$ cat src/rtl/instr_fetch.sv
// ---------------------------------------------------------------------------
// instr_fetch -- instruction fetch unit with a two-entry instruction buffer.
//
// Issues word-address fetches to instruction memory (at most one live request),
// buffers the returned words and presents the oldest one to decode. Returned
// words are predecoded so that an unconditional branch retargets the fetch PC
// and a HALT word stops further fetching. A downstream redirect flushes the
// buffer, restarts fetch at the new PC and discards responses still in flight.
//
// Ports
//   clk             clock, all state on the rising edge
//   reset_n         asynchronous active-low reset
//   imem_req        fetch request strobe (one cycle per request)
//   imem_addr       word address of the request (0 when no request)
//   imem_valid      response strobe from instruction memory
//   imem_data       response instruction word
//   Instruction     buffer head word
//   instr_pc        word address of Instruction
//   instr_valid     Instruction / instr_pc are valid
//   instr_ready     decode accepts the head this cycle
//   redirect_valid  flush and refetch from redirect_pc
//   redirect_pc     redirect target word address
//   halted          fetch stopped after the HALT word was accepted
// ---------------------------------------------------------------------------
module instr_fetch #(
  parameter logic [15:0] RESET_PC  = 16'h0000,
  parameter int          BUF_DEPTH = 2
) (
  input  logic        clk,
  input  logic        reset_n,
  output logic        imem_req,
  output logic [15:0] imem_addr,
  input  logic        imem_valid,
  input  logic [31:0] imem_data,
  output logic [31:0] Instruction,
  output logic [15:0] instr_pc,
  output logic        instr_valid,
  input  logic        instr_ready,
  input  logic        redirect_valid,
  input  logic [15:0] redirect_pc,
  output logic        halted
);

  localparam logic [1:0] DEPTH = 2'(BUF_DEPTH);

  typedef enum logic [1:0] {
    S_RUN  = 2'd0,
    S_WAIT = 2'd1,
    S_HALT = 2'd2
  } state_e;

  state_e      state_q, state_d, st_eff;
  logic [15:0] pc_q, pc_d, pc_eff;
  logic [15:0] req_pc_q, req_pc_d;
  logic [1:0]  cnt_q, cnt_d;
  logic [1:0]  disc_q, disc_d;
  logic [31:0] data0_q, data0_d, data1_q, data1_d;
  logic [15:0] pc0_q, pc0_d, pc1_q, pc1_d;
  logic        halted_q, halted_d;

  logic        is_b, is_halt;
  logic        resp_ok, resp_drop, push, pop, issue;
  logic [1:0]  occ, wr_idx;
  logic [2:0]  live;

  always_comb begin
    state_d  = state_q;
    pc_d     = pc_q;
    req_pc_d = req_pc_q;
    cnt_d    = cnt_q;
    disc_d   = disc_q;
    data0_d  = data0_q;
    data1_d  = data1_q;
    pc0_d    = pc0_q;
    pc1_d    = pc1_q;
    halted_d = halted_q;
    st_eff   = state_q;
    pc_eff   = pc_q;
    live     = 3'd0;

    is_b    = (imem_data[31:25] == 7'b1100000);
    is_halt = (imem_data[31:30] == 2'b11) && imem_data[28] && !imem_data[27];

    // disc_q counts responses still in flight that belong to a flushed stream;
    // memory answers in order, so the next disc_q responses are the stale ones.
    resp_drop = imem_valid && (disc_q != 2'd0);
    resp_ok   = imem_valid && (disc_q == 2'd0) && (state_q == S_WAIT) && !redirect_valid;

    pop  = (cnt_q != 2'd0) && instr_ready && !redirect_valid;
    push = resp_ok && ((cnt_q != DEPTH) || pop);

    // A returning response frees the request slot in the same cycle, so the
    // issue decision works from the post-response state and PC.
    if (resp_ok) begin
      st_eff = is_halt ? S_HALT : S_RUN;
      if (is_b) begin
        pc_eff = req_pc_q + imem_data[15:0];
      end
    end

    occ   = cnt_q + {1'b0, push} - {1'b0, pop};
    issue = !redirect_valid && (st_eff == S_RUN) && (occ < DEPTH);

    state_d  = issue ? S_WAIT : st_eff;
    pc_d     = issue ? (pc_eff + 16'd1) : pc_eff;
    req_pc_d = issue ? pc_eff : req_pc_q;
    cnt_d    = occ;
    disc_d   = disc_q - {1'b0, resp_drop};

    // HALT is always the last word fetched, so popping the final entry while
    // in HALT is the acceptance of the HALT word itself.
    if ((state_q == S_HALT) && pop && (cnt_q == 2'd1)) begin
      halted_d = 1'b1;
    end

    // Head is always entry 0; a pop shifts entry 1 down, a push fills the
    // first free slot after that shift.
    if (pop) begin
      data0_d = data1_q;
      pc0_d   = pc1_q;
    end
    wr_idx = cnt_q - {1'b0, pop};
    if (push) begin
      if (wr_idx == 2'd0) begin
        data0_d = imem_data;
        pc0_d   = req_pc_q;
      end else begin
        data1_d = imem_data;
        pc1_d   = req_pc_q;
      end
    end

    if (redirect_valid) begin
      // Everything still in flight becomes stale; a response arriving in the
      // redirect cycle itself is one of them and is consumed here.
      live = 3'(disc_q) + ((state_q == S_WAIT) ? 3'd1 : 3'd0);
      if (imem_valid && (live != 3'd0)) begin
        live = live - 3'd1;
      end
      disc_d   = (live > 3'd3) ? 2'd3 : live[1:0];
      cnt_d    = 2'd0;
      state_d  = S_RUN;
      pc_d     = redirect_pc;
      halted_d = 1'b0;
    end
  end

  always_ff @(posedge clk or negedge reset_n) begin
    if (!reset_n) begin
      state_q  <= S_RUN;
      pc_q     <= RESET_PC;
      req_pc_q <= 16'h0000;
      cnt_q    <= 2'd0;
      disc_q   <= 2'd0;
      data0_q  <= 32'h0000_0000;
      data1_q  <= 32'h0000_0000;
      pc0_q    <= 16'h0000;
      pc1_q    <= 16'h0000;
      halted_q <= 1'b0;
    end else begin
      state_q  <= state_d;
      pc_q     <= pc_d;
      req_pc_q <= req_pc_d;
      cnt_q    <= cnt_d;
      disc_q   <= disc_d;
      data0_q  <= data0_d;
      data1_q  <= data1_d;
      pc0_q    <= pc0_d;
      pc1_q    <= pc1_d;
      halted_q <= halted_d;
    end
  end

  // The request is combinational, so it is gated by reset_n to stay low while
  // reset is held even though the state register already reads RUN.
  assign imem_req    = issue && reset_n;
  assign imem_addr   = (issue && reset_n) ? pc_eff : 16'h0000;
  assign Instruction = data0_q;
  assign instr_pc    = pc0_q;
  assign instr_valid = (cnt_q != 2'd0);
  assign halted      = halted_q;

endmodule

$ cat config.mk
export PLATFORM = sky130hd
export DESIGN_NAME = instr_fetch
export DESIGN_NICKNAME = d
export VERILOG_FILES = /design/src/rtl/instr_fetch.sv
export SDC_FILE = /design/constraint.sdc
export NUM_CORES = 1
export LEC_CHECK = 0
export BUFFER_PORTS_ARGS = -buffer_cell sky130_fd_sc_hd__buf_2
export CELL_PAD_IN_SITES_DETAIL_PLACEMENT = 1
export CELL_PAD_IN_SITES_GLOBAL_PLACEMENT = 1
export CORE_MARGIN = 5
export CORE_UTILIZATION = 40
export CTS_BUF_LIST = sky130_fd_sc_hd__clkbuf_2 sky130_fd_sc_hd__clkbuf_4 sky130_fd_sc_hd__clkbuf_8
export CTS_CLUSTER_SIZE = 24
export DETAILED_ROUTE_END_ITERATION = 16
export PLACE_DENSITY = 0.8
export SLEW_MARGIN = 20
export SYNTH_ARGS = -nofsm -noshare
export SYNTH_HDL_FRONTEND = slang
export SYNTH_SLANG_ARGS = --single-unit
$ cat constraint.sdc
create_clock -name clk -period 7.8 [get_ports clk]
set_input_delay 0.39 -clock clk [delete_from_list [all_inputs] [get_ports clk]]
set_output_delay 0.39 -clock clk [all_outputs]
set_load 0.1 [all_outputs]
Word-level counts from Yosys, hierarchy flattened
Cells that the tools add are included.
- word-level logic and storage cells: 76
- bits in latches: 0
- memories: 0
- register bits after elaboration: 135
- output and inout port bits: 67
- input bits: 53
- bits in writable memories: 0
- ROM bits: 0
- add/sub/neg operators: 8
- multipliers: 0
- bitwise gates (word level): 1
- divide/modulo/power cells: 0
- multiplexer cells: 23
- equality and inequality tests: 6
- shifts and indexed selects: 0
- order comparisons: 2
- reductions and logical operators: 26
- operator list (kind ; number):
    16-bit two-way mux ; 8
    32-bit two-way mux ; 3
    16-bit by 1-bit adder with 16-bit output (second input constant) ; 1
    16-bit adder ; 1
    1-bit logical AND ; 15
    2-bit two-way mux ; 7
    7-bit == test (second input constant) ; 1
    2-bit zero test ; 3
    3-bit two-way mux ; 2
    2-bit nonzero test ; 3
    2-bit by 1-bit subtractor with 2-bit output ; 3
    2-bit by 1-bit == test with 1-bit output (second input constant) ; 2
    2-bit == test (second input constant) ; 2
    2-bit by 1-bit adder with 3-bit output ; 1
    3-bit by 2-bit greater-than comparator with 1-bit output (second input constant) ; 1
    1-bit two-way mux ; 3
    3-bit nonzero test ; 1
    3-bit by 1-bit subtractor with 3-bit output (second input constant) ; 1
    2-bit by 1-bit adder with 2-bit output ; 1
    1-bit zero test ; 2
    2-bit less-than comparator (second input constant) ; 1
    2-bit != test (second input constant) ; 1
    2-bit AND reduction ; 1
    1-bit logical OR ; 1
    1-bit NOT ; 1

Depth between registers and ports, before layout
Gate-level depths: netlist of run 1.
- word-level depth: 11
- depth in mapped cells: 17
- depth with buffers taken out: 14

Worst setup path before layout of run 1
OpenSTA, ideal clock, no wires.
- path kind: input port to output port
- start point: input redirect_valid
- end point: output imem_addr[10]
- required time: 7.410 ns
- buffers on the path: 3
- stages: 15
- path slack: 3.299 ns
- data arrival time: 4.111 ns
- path through: nand2b_1 -> nor2_1 -> buf_1 -> nand2_1 -> nand2_1 -> ha_1 -> xor2_1 -> nand3_1 -> a21oi_1 -> o211ai_1 -> buf_2 -> clkinv_1 -> nand2_1 -> buf_2 -> nor2_1
- word-level cells in the longest chain between the ends: 10
- elaborated cells between the ends (all ways): 15
- ends and longest elaborated chain (element ; RTL line ; RTL):
    start: declaration ; 39 ; input logic redirect_valid,
    1-bit zero test * ; 87, 89, 102 ;
    1-bit logical AND ; 89 ; pop = (cnt_q != 2'd0) && instr_ready && !redirect_valid;
    1-bit logical OR ; 90 ; push = resp_ok && ((cnt_q != DEPTH) || pop);
    1-bit logical AND ; 90 ;
    2-bit by 1-bit adder with 2-bit output ; 101 ; occ = cnt_q + {1'b0, push} - {1'b0, pop};
    2-bit by 1-bit subtractor with 2-bit output ; 101 ;
    2-bit less-than comparator ; 102 ; issue = !redirect_valid && (st_eff == S_RUN) && (occ < DEPTH);
    1-bit logical AND ; 102 ;
    1-bit logical AND ; 177 ; assign imem_addr = (issue && reset_n) ? pc_eff : 16'h0000;
    16-bit two-way mux * ; 177 ;
    end: declaration ; 32 ; output logic [15:0] imem_addr,
Mark *: on every way between the ends. The rest lies on a longest branch, timed or not.

Worst setup path after layout of run 1
- start point: register cnt_q[1]
- end point: output imem_addr[4]
- word-level cells in the longest chain between the ends: 11
- elaborated cells between the ends (all ways): 12
- ends and longest elaborated chain (element ; RTL line ; RTL):
    start: declaration ; 55 ; logic [1:0] cnt_q, cnt_d;
    start signal: assignment ; 164 ; cnt_q <= cnt_d;
    2-bit nonzero test ; 89 ;
    1-bit logical AND (2 in a row) ; 89 ;
    1-bit logical OR ; 90 ;
    1-bit logical AND ; 90 ;
    2-bit by 1-bit adder with 2-bit output ; 101 ;
    2-bit by 1-bit subtractor with 2-bit output * ; 101 ;
    2-bit less-than comparator * ; 102 ;
    1-bit logical AND * ; 102 ;
    1-bit logical AND * ; 177 ;
    16-bit two-way mux * ; 177 ;
Marks and branches as above.

==> results of run 1 <==
## cells in the final DEF, fill, tap and decap left out, drive strengths merged, types with 6 or more instances in the layout
cell type  instances
a21oi             20
a31oi              6
and2               7
and3               6
buf              124
bufinv             6
clkbuf            23
dfrtp            135
ha                22
inv               15
mux2              51
mux2i             54
nand2            107
nand2b             6
nand3             11
nor2              33
nor2b             11
nor3               9
o21ai             82
xnor2             13
xor2               7
## worst max-delay path, delay by kind of cell (launching register included)
kind	cells	cell delay (ns)
xor+xnor	1	0.21
fa+ha+maj	1	0.20
compound gates	2	0.28
flops	1	0.53
buf+inv	4	1.58
simple gates	7	1.27
## worst min path at each step
stage / from / to / cells after the start
6_report: reset_n / pc_q[6]$_DFF_PN0_ / 1
5_1_grt: reset_n / pc_q[6]$_DFF_PN0_ / 1
4_1_cts: reset_n / pc_q[6]$_DFF_PN0_ / 1
2_1_floorplan: reset_n / Instruction[0]$_DFF_PN0_ / 0
3_3_place_gp: halted$_DFFE_PN0P_ / halted$_DFFE_PN0P_ / 2
3_5_place_dp: reset_n / pc_q[3]$_DFF_PN0_ / 1
## metrics by stage
step                utilization (%)  worst slack [ns]  area [um^2]  instances
global route                   48.4              2.46         8400       1034
floorplan                         -              3.30         7110        687
CTS                            48.3              2.84         8390       1034
detailed placement             45.5              2.91         7910       1002
global placement               45.5              3.14         7910       1002
finish                         48.4              2.88         8400       1034
## layer usage
| layer | vias up | routed length (um) | track usage (%) |
|---|---|---|---|
| li1 | 2643 | - | - |
| met1 | 2809 | 8680 | 26.8 |
| met2 | 103 | 9560 | 32.1 |
| met3 | 17 | 877 | 2.96 |
| met4 | 0 | 299 | 5.75 |
| met5 | - | 0 | 0 |
## sequential cells by signal, indices dropped and copies added, names as in the netlist
register	count
Instruction	32
data1_q	32
instr_pc	16
pc1_q	16
pc_q	16
req_pc_q	16
cnt_q	2
disc_q	2
state_q	2
halted	1
## cell usage after synthesis (all sizes together) (5+ instances only)
| library cell | n | area share, % |
|---|---|---|
| a21oi | 20 | 1.4 |
| a31oi | 6 | 0.53 |
| and2 | 7 | 0.65 |
| and3 | 6 | 0.53 |
| buf | 12 | 0.91 |
| clkbuf | 22 | 1.2 |
| dfrtp | 135 | 48 |
| ha | 22 | 3.9 |
| inv | 15 | 0.79 |
| mux2 | 51 | 8.1 |
| mux2i | 54 | 7.6 |
| nand2 | 107 | 5.6 |
| nand2b | 6 | 0.53 |
| nand3 | 11 | 0.77 |
| nor2 | 33 | 1.7 |
| nor2b | 11 | 0.97 |
| nor3 | 9 | 0.79 |
| o21ai | 82 | 5.8 |
| o31ai | 5 | 0.72 |
| xnor2 | 13 | 1.6 |
| xor2 | 7 | 0.86 |
## power by group
part           switching, mW  internal [mW]
combinational           1.23          0.372
sequential             0.155          0.885
clock                  0.264          0.443
total                   1.65           1.70
## logic make-up (layout without fill, tap and decap cells)
group	Yosys count	in the layout
flip-flops	135	135
adder cells (fa/ha/maj)	23	23
multiplexers	105	105
AO/OA/AOI/OAI	144	144
buffers and inverters	50	172
AND/OR/NAND/NOR	210	210
XOR/XNOR	20	20
## area by class of cell
type	instances	area, um^2
clock inverter	9	195
tap	225	282
multi-input combinational	502	3550
timing repair buffer	124	639
fill	1961	8960
sequential	135	3380
clock buffer	23	292
inverter	16	60.1
==> metrics.md, run 1 <==
| Metric | Value |
|---|---|
| Clk root buf | `clkbuf_8` |
| Initial Util | `around two fifths` |
| Worst Path Max Fanout | `50` |
| HPWL Detailed | `~14 mm` |
| Yosys Warn Count | `0` |
| Post-synthesis register bit count | `around 140` |
| Die ar. | `approximately 0.02 mm^2` |
| Critical Path Start | `cnt_q[1]$_DFF_PN0_` |
| Critical path capture point type | `output port` |
| Via Count | `5572` |
| Crit path kind | `reg2out` |
| CTS tree | `yes` |
| Avg Cell Area, Syn | `roughly 10 um^2` |
| DRT Pass-1 Iters | `4` |
| Post-Synth Adder-Cell Area | `approximately 4.2%` |
| Fin nets | `~870` |
| Routability cong. | `0.839` |
| Die height | `143 um` |
| Synth Area in XOR/XNOR | `between 2 and 2.5%` |
| Pwr dens | `~400 mW/mm^2` |
| I/O pin count | `120` |
| Layout cells sized above 1 | `28.2%` |
| WHS | `-0.0395 ns` |
| Synth Area in Simple Gates | `between 10% and 20%` |
| Vias in the first global route | `5892` |
| Period minus WS final | `around 5 ns` |
| CTS resizes | `0` |
| Gate Count Post-Synth | `687` |
| Reg-to-reg endpoint | `pc_q[15]$_DFF_PN0_` |
| Max_cap viols | `0` |
| Num CTS Buffers | `17` |
| Final period util | `between 60% and 70%` |
| RSZ-0062 raised after global routing | `false` |
| Setup Fix Bufs, Post-CTS | `0` |
| Core area | `~0.017 mm^2` |
| Total grt overflow | `0` |
| Worst-path cell chain | `nor2_1 > nor2_4 > buf_4 > nand2_1 > nand2_1 > ha_1 > xor2_1 > nand3_1 > a21oi_1 > o211ai_1 > buf_4 > clkinv_1 > nand2_1 > nor2_1 > buf_2` |
| # DRC | `0` |
| Worst Hold Class | `in2async` |
| Setup Viol. Count Final | `0` |
| Mean routed wirelength per cell | `approximately 19 um` |
| Final slew viol count | `0` |
| Clock Skew | `about 0.0085 ns` |
| Sequential area share after synthesis | `a little under half` |
| Failing checks | `negative hold slack` |
| Final setup TNS | `0 ns` |
| Yosys cell types | `64` |
| Rel. slew slack | `around 40%` |
| Flop-to-flop setup slack | `between 3 and 4 ns` |
| GR Util All Layers | `around a fifth` |
| Final wirelength | `about 20 mm` |
| Vias/cell | `5.39` |
| Synthesis-to-finish area growth | `18.1%` |
| Largest net degree at the start of global routing | `85` |
| DIE WIDTH | `roughly 140 um` |
| CP Launch Type | `flip-flop` |
| CP arrival | `4.53 ns` |
| EDFF count, synth | `0` |
| Hold Vio Cnt, Final | `14` |
| Worst skew pair latency | `between 0.4 and 0.5 ns` |
| Status | `finished with violations` |
| Slowest stage delay, CP | `a little under 0.7 ns` |
| FMAX | `approximately 0.20 GHz` |
| H-tree levels | `4` |
| First-pass GRT wire length | `31.5 mm` |
| Post-route ant nets | `0` |
| Worst Reg-to-Reg Cells | `16` |
| Total Power | `between 3 and 4 mW` |
| Antenna violations before repair | `0` |
| P_leak | `3.94 nW` |
| Ys flop type | `dfrtp_1` |
| Hold bufs inserted after CTS | `0` |
| Multiplexer share of the synthesized area | `15.7%` |
| Rows | `48` |
| Slowest cell on the critical path | `buf_4` |
| Cell area after synthesis | `~0.0071 mm^2` |
| Deepest clock path buffer count | `2` |
| Crit path to | `imem_addr[4]` |
| Compound-gate portion of the synthesized area | `12.6%` |
| Detailed Route Iter0 Violations | `~210` |
| Reg2reg start | `cnt_q[1]$_DFF_PN0_` |
| Largest family of logic cells by synthesized area | `multiplexers` |
| Crit path top cell by count | `nand2_1` |
| VDD IR max | `roughly 0.23 mV` |
| Worst-path clk slew | `roughly 0.070 ns` |
| Diode count | `0` |
| Async S/R FF share, synth | `100%` |
| Worst-margin pin slew | `approximately 0.90 ns` |
| TritonCTS Sinks | `135` |
| Buffers on Ports | `119` |
| Post-synthesis net count | `763` |
| CP required | `~7.4 ns` |
No activity file was read; power rests on OpenSTA's default activity.
==> run 2: changes to the inputs <==
--- a/config.mk
+++ b/config.mk
@@ -5,15 +5,16 @@
 export SDC_FILE = /design/constraint.sdc
 export NUM_CORES = 1
 export LEC_CHECK = 0
+export ABC_AREA = 1
 export BUFFER_PORTS_ARGS = -buffer_cell sky130_fd_sc_hd__buf_2
 export CELL_PAD_IN_SITES_DETAIL_PLACEMENT = 1
 export CELL_PAD_IN_SITES_GLOBAL_PLACEMENT = 1
 export CORE_MARGIN = 5
-export CORE_UTILIZATION = 40
+export CORE_UTILIZATION = 39
 export CTS_BUF_LIST = sky130_fd_sc_hd__clkbuf_2 sky130_fd_sc_hd__clkbuf_4 sky130_fd_sc_hd__clkbuf_8
 export CTS_CLUSTER_SIZE = 24
 export DETAILED_ROUTE_END_ITERATION = 16
-export PLACE_DENSITY = 0.8
+export PLACE_DENSITY = 0.84
 export SLEW_MARGIN = 20
 export SYNTH_ARGS = -nofsm -noshare
 export SYNTH_HDL_FRONTEND = slang
==> constraint.sdc (replaced) <==
create_clock -name clk -period 4.5 [get_ports clk]
set_input_delay 0.225 -clock clk [delete_from_list [all_inputs] [get_ports clk]]
set_output_delay 0.225 -clock clk [all_outputs]
set_load 0.1 [all_outputs]
==> run 2 against run 1 <==
Compared with the run above: the flow now finishes without violations; clock power rose by 70%; power rose by 98%; routed wire length rose by 15%; non-clock buffer count rose by 19; critical path type unchanged; synthesized area rose by 3.4%; highest routed layer unchanged; first-iteration DRC count rose by 33%; flip-flop and latch count did not move.
==> metrics.md, run 2 <==
| Metric | Value |
|---|---|
| Status | `finished clean (was finished with violations)` |
| Setup Fix Bufs, Post-CTS | `0 (unchanged)` |
| FF/Latch Area | `0.00338 mm^2 (unchanged)` |
| TritonCTS Sinks | `135 (unchanged)` |
| Filler cells | `2264 (was 1961)` |
| Rel. slew slack | `39.4% (was 40.1%)` |
| Core area | `0.0186 mm^2 (was 0.0174 mm^2)` |
| # DRC | `0 (unchanged)` |
| Ys flop type | `dfrtp_1 (unchanged)` |
| Antenna violations before repair | `0 (unchanged)` |
| Setup Viol. Count Final | `0 (unchanged)` |
| Fin nets | `1121 (was 872)` |
| CTS tree | `yes (unchanged)` |
| H-tree levels | `4 (unchanged)` |
| Commonest non-fill, non-tap cell in the layout | `nand2_1 (was dfrtp_1)` |
| Final wirelength | `22.3 mm (was 19.4 mm)` |
| Top post-synthesis cells by count | `nand2_1 (286), dfrtp_1 (135), nor2_1 (105) (was dfrtp_1 (135), nand2_1 (107), o21ai_0 (72))` |
| Worst-margin pin slew | `0.910 ns (was 0.898 ns)` |
| I/O pin count | `120 (unchanged)` |
| GR Util All Layers | `21.1% (was 19.5%)` |
| Layout cells sized above 1 | `23.5% (was 28.2%)` |
| EDFF count, synth | `0 (unchanged)` |
| Cell area after synthesis | `0.00735 mm^2 (was 0.00711 mm^2)` |
| CP arrival | `3.83 ns (was 4.53 ns)` |
| Yosys cell types | `40 (was 64)` |
| Async S/R FF share, synth | `100% (unchanged)` |
| Rows | `50 (was 48)` |
| Area of the multi-input gates | `0.00353 mm^2 (was 0.00355 mm^2)` |
| Largest net degree at the start of global routing | `72 (was 85)` |
| Worst Hold Class | `in2reg (was in2async)` |
| Via Count | `6630 (was 5572)` |
| Synthesis-to-finish area growth | `23.6% (was 18.1%)` |
| Yosys Warn Count | `0 (unchanged)` |
| WHS | `0.0200 ns (was -0.0395 ns)` |
| Gate Count Post-Synth | `919 (was 687)` |
| Mean routed wirelength per cell | `17.3 um (was 18.8 um)` |
| Post-synthesis register bit count | `135 (unchanged)` |
| Max_cap viols | `0 (unchanged)` |
| Diode count | `0 (unchanged)` |
| Critical path capture point type | `output port (unchanged)` |
| Pwr dens | `731 mW/mm^2 (was 399 mW/mm^2)` |
| CP required | `4.28 ns (was 7.41 ns)` |
| Synth area leader | `dfrtp_1 (unchanged)` |
| Placed instance count | `1242 (was 1002)` |
| Clk root buf | `clkbuf_8 (unchanged)` |
| Non-filler cells, final | `1291 (was 1034)` |
| Total grt overflow | `0 (unchanged)` |
| Crit path kind | `reg2out (unchanged)` |
| Die ar. | `0.0217 mm^2 (was 0.0205 mm^2)` |
| DRT Pass-1 Iters | `5 (was 4)` |
| Detailed Route Iter0 Violations | `284 (was 213)` |
| CTS resizes | `0 (unchanged)` |
| Final setup TNS | `0 ns (unchanged)` |
| Deepest clock path buffer count | `2 (unchanged)` |
| Worst-path clk slew | `0.08 ns (was 0.07 ns)` |
| Final slew viol count | `0 (unchanged)` |
| Avg Cell Area, Syn | `8.00 um^2 (was 10.4 um^2)` |
| Post-synthesis net count | `995 (was 763)` |
| Final period util | `90.2%` |
| Most frequent cell after synthesis | `nand2_1 (was dfrtp_1)` |
| FMAX | `between 0.2 and 0.25 GHz` |
| Vias/cell | `5.14 (was 5.39)` |
| Clock Skew | `0.0124 ns (was 0.00850 ns)` |
| Worst Path Max Fanout | `21 (was 50)` |
| CP Launch Type | `flip-flop (unchanged)` |
| RSZ-0062 raised after global routing | `false (unchanged)` |
| Initial Util | `39.4% (was 41.0%)` |
| HPWL Detailed | `16.3 mm (was 14.2 mm)` |
| Vias in the first global route | `6931 (was 5892)` |
| Sequential area share after synthesis | `46.0% (was 47.5%)` |
| Die height | `147 um (was 143 um)` |
| Largest cells by area after synthesis | `dfrtp_1 (46%), nand2_1 (15%), nor2_1 (5.4%) (was dfrtp_1 (48%), mux2_2 (8.1%), mux2i_1 (7.6%))` |
| Routability cong. | `0.867 (was 0.839)` |
| DIE WIDTH | `147 um (was 143 um)` |
| VDD IR max | `0.262 mV (was 0.228 mV)` |
| Synth top area share | `46.0% (was 47.5%)` |
| Worst skew pair latency | `0.45 ns (about the same)` |
| Buffers on Ports | `119 (unchanged)` |
| First-pass GRT wire length | `36.4 mm (was 31.5 mm)` |
| Num CTS Buffers | `17 (unchanged)` |
| Most frequent cells in the layout | `nand2_1 (284), dfrtp_1 (135), buf_2 (101), nor2_1 (91), inv_1 (76) (was dfrtp_1 (135), buf_2 (118), nand2_1 (107), o21ai_0 (72), mux2i_1 (54))` |
| P_leak | `4.68 nW (was 3.94 nW)` |
| Period minus WS final | `about 4 ns` |
| Post-route ant nets | `0 (unchanged)` |
| Hold Vio Cnt, Final | `0 (was 14)` |
[run 2: cell count changes in the layout (fill, tap and decap cells not counted), sizes merged, moves of 17 or more]
cell | previous run | this run
nand2 | 107 | 292
nor2 | 33 | 119
inv | 15 | 88
mux2i | 54 | 0
a31oi | 6 | 49
o21ai | 82 | 41
nand3 | 11 | 43
dlygate4sd3 | 0 | 18
mux2 | 51 | 34
[run 2: worst max-delay path: stages (launching register included)]
cell      delay, ns
dfrtp_1        0.41
nor2_2         0.14
nand2_2        0.11
nor2_8         0.18
inv_2          0.07
a31oi_1        0.26
nand2_1        0.10
nand2_1        0.07
ha_1           0.15
xor2_1         0.17
nand3b_1       0.13
nand2_1        0.07
inv_2          0.05
nand2_1        0.46
inv_4          0.41
nand2_1        0.15
nor2_1         0.21
buf_12         0.21
[run 2: path summary, 6_finish.rpt]
| kind | startpoint | end | slack (ns) | cells after the start |
|---|---|---|---|---|
| min in group asynchronous | reset_n | Instruction[2]$_DFF_PN0_ | 0.34 | 2 |
| setup / recovery | disc_q[0]$_DFF_PN0_ | imem_addr[2] | 0.44 | 17 |
| hold reg to reg | pc1_q[4]$_DFFE_PN0P_ | pc1_q[4]$_DFFE_PN0P_ | 0.49 | 2 |
| setup reg to reg | disc_q[0]$_DFF_PN0_ | pc_q[4]$_DFF_PN0_ | 1.01 | 18 |
| max in group asynchronous | reset_n | data1_q[23]$_DFFE_PN0P_ | 2.77 | 3 |
| hold / removal | imem_data[17] | data1_q[17]$_DFFE_PN0P_ | 0.02 | 2 |
[run 2: area by class of cell]
class,instances,area share (%)
clock buffers,20,3.03
clock inverters,11,2.13
inverters,88,3.72
multi-input cells,660,38.8
flip-flops and latches,135,37.2
well taps,234,3.22
repair buffers,143,11.9
[run 2: per-stage QoR]
| step | worst slack [ns] | total power [mW] | util [%] | cell area, um^2 |
|---|---|---|---|---|
| after global placement | 1.05 | 5.38 | 45.3 | 8440 |
| after global routing | 0.101 | 7.00 | 48.8 | 9090 |
| after floorplan | 0.00463 | 4.64 | - | 7390 |
| after CTS | 0.408 | 6.68 | 48.8 | 9090 |
| final | 0.440 | 6.64 | 48.8 | 9090 |
| after detailed placement | 0.846 | 5.45 | 45.3 | 8440 |
[run 2: what timing repair did]
| item | CTS | global route |
|---|---|---|
| hold buffers | 18 | 0 |
| endpoints found under the hold margin | 81 | 0 |
| setup endpoints to repair | 0 | 0 |
[run 2: metal layers]
metal  share of wire [%]  GRT usage [%]
met5                   0              0
met1                  46           27.8
met2                  49           35.7
met4                 2.0           6.90
met3                 3.7           3.08
[run 2: where the power goes]
group / total, mW / internal (mW) / switching, mW
Sequential: 1.90 / 1.61 / 0.287
Combinational: 3.55 / 0.764 / 2.78
Clock: 1.20 / 0.703 / 0.493
Total: 6.64 / 3.08 / 3.56
[run 2: kinds of logic after synthesis]
kind of cell | after synthesis | synth area share, %
AOI/OAI and AO/OA | 114 | 9.23
and+or+nand+nor | 481 | 28.0
DFF | 135 | 46.0
xor gates and xnor gates | 8 | 0.953
muxes | 34 | 5.21
buffers and inverters | 124 | 6.66
adders and majority gates | 23 | 4.02
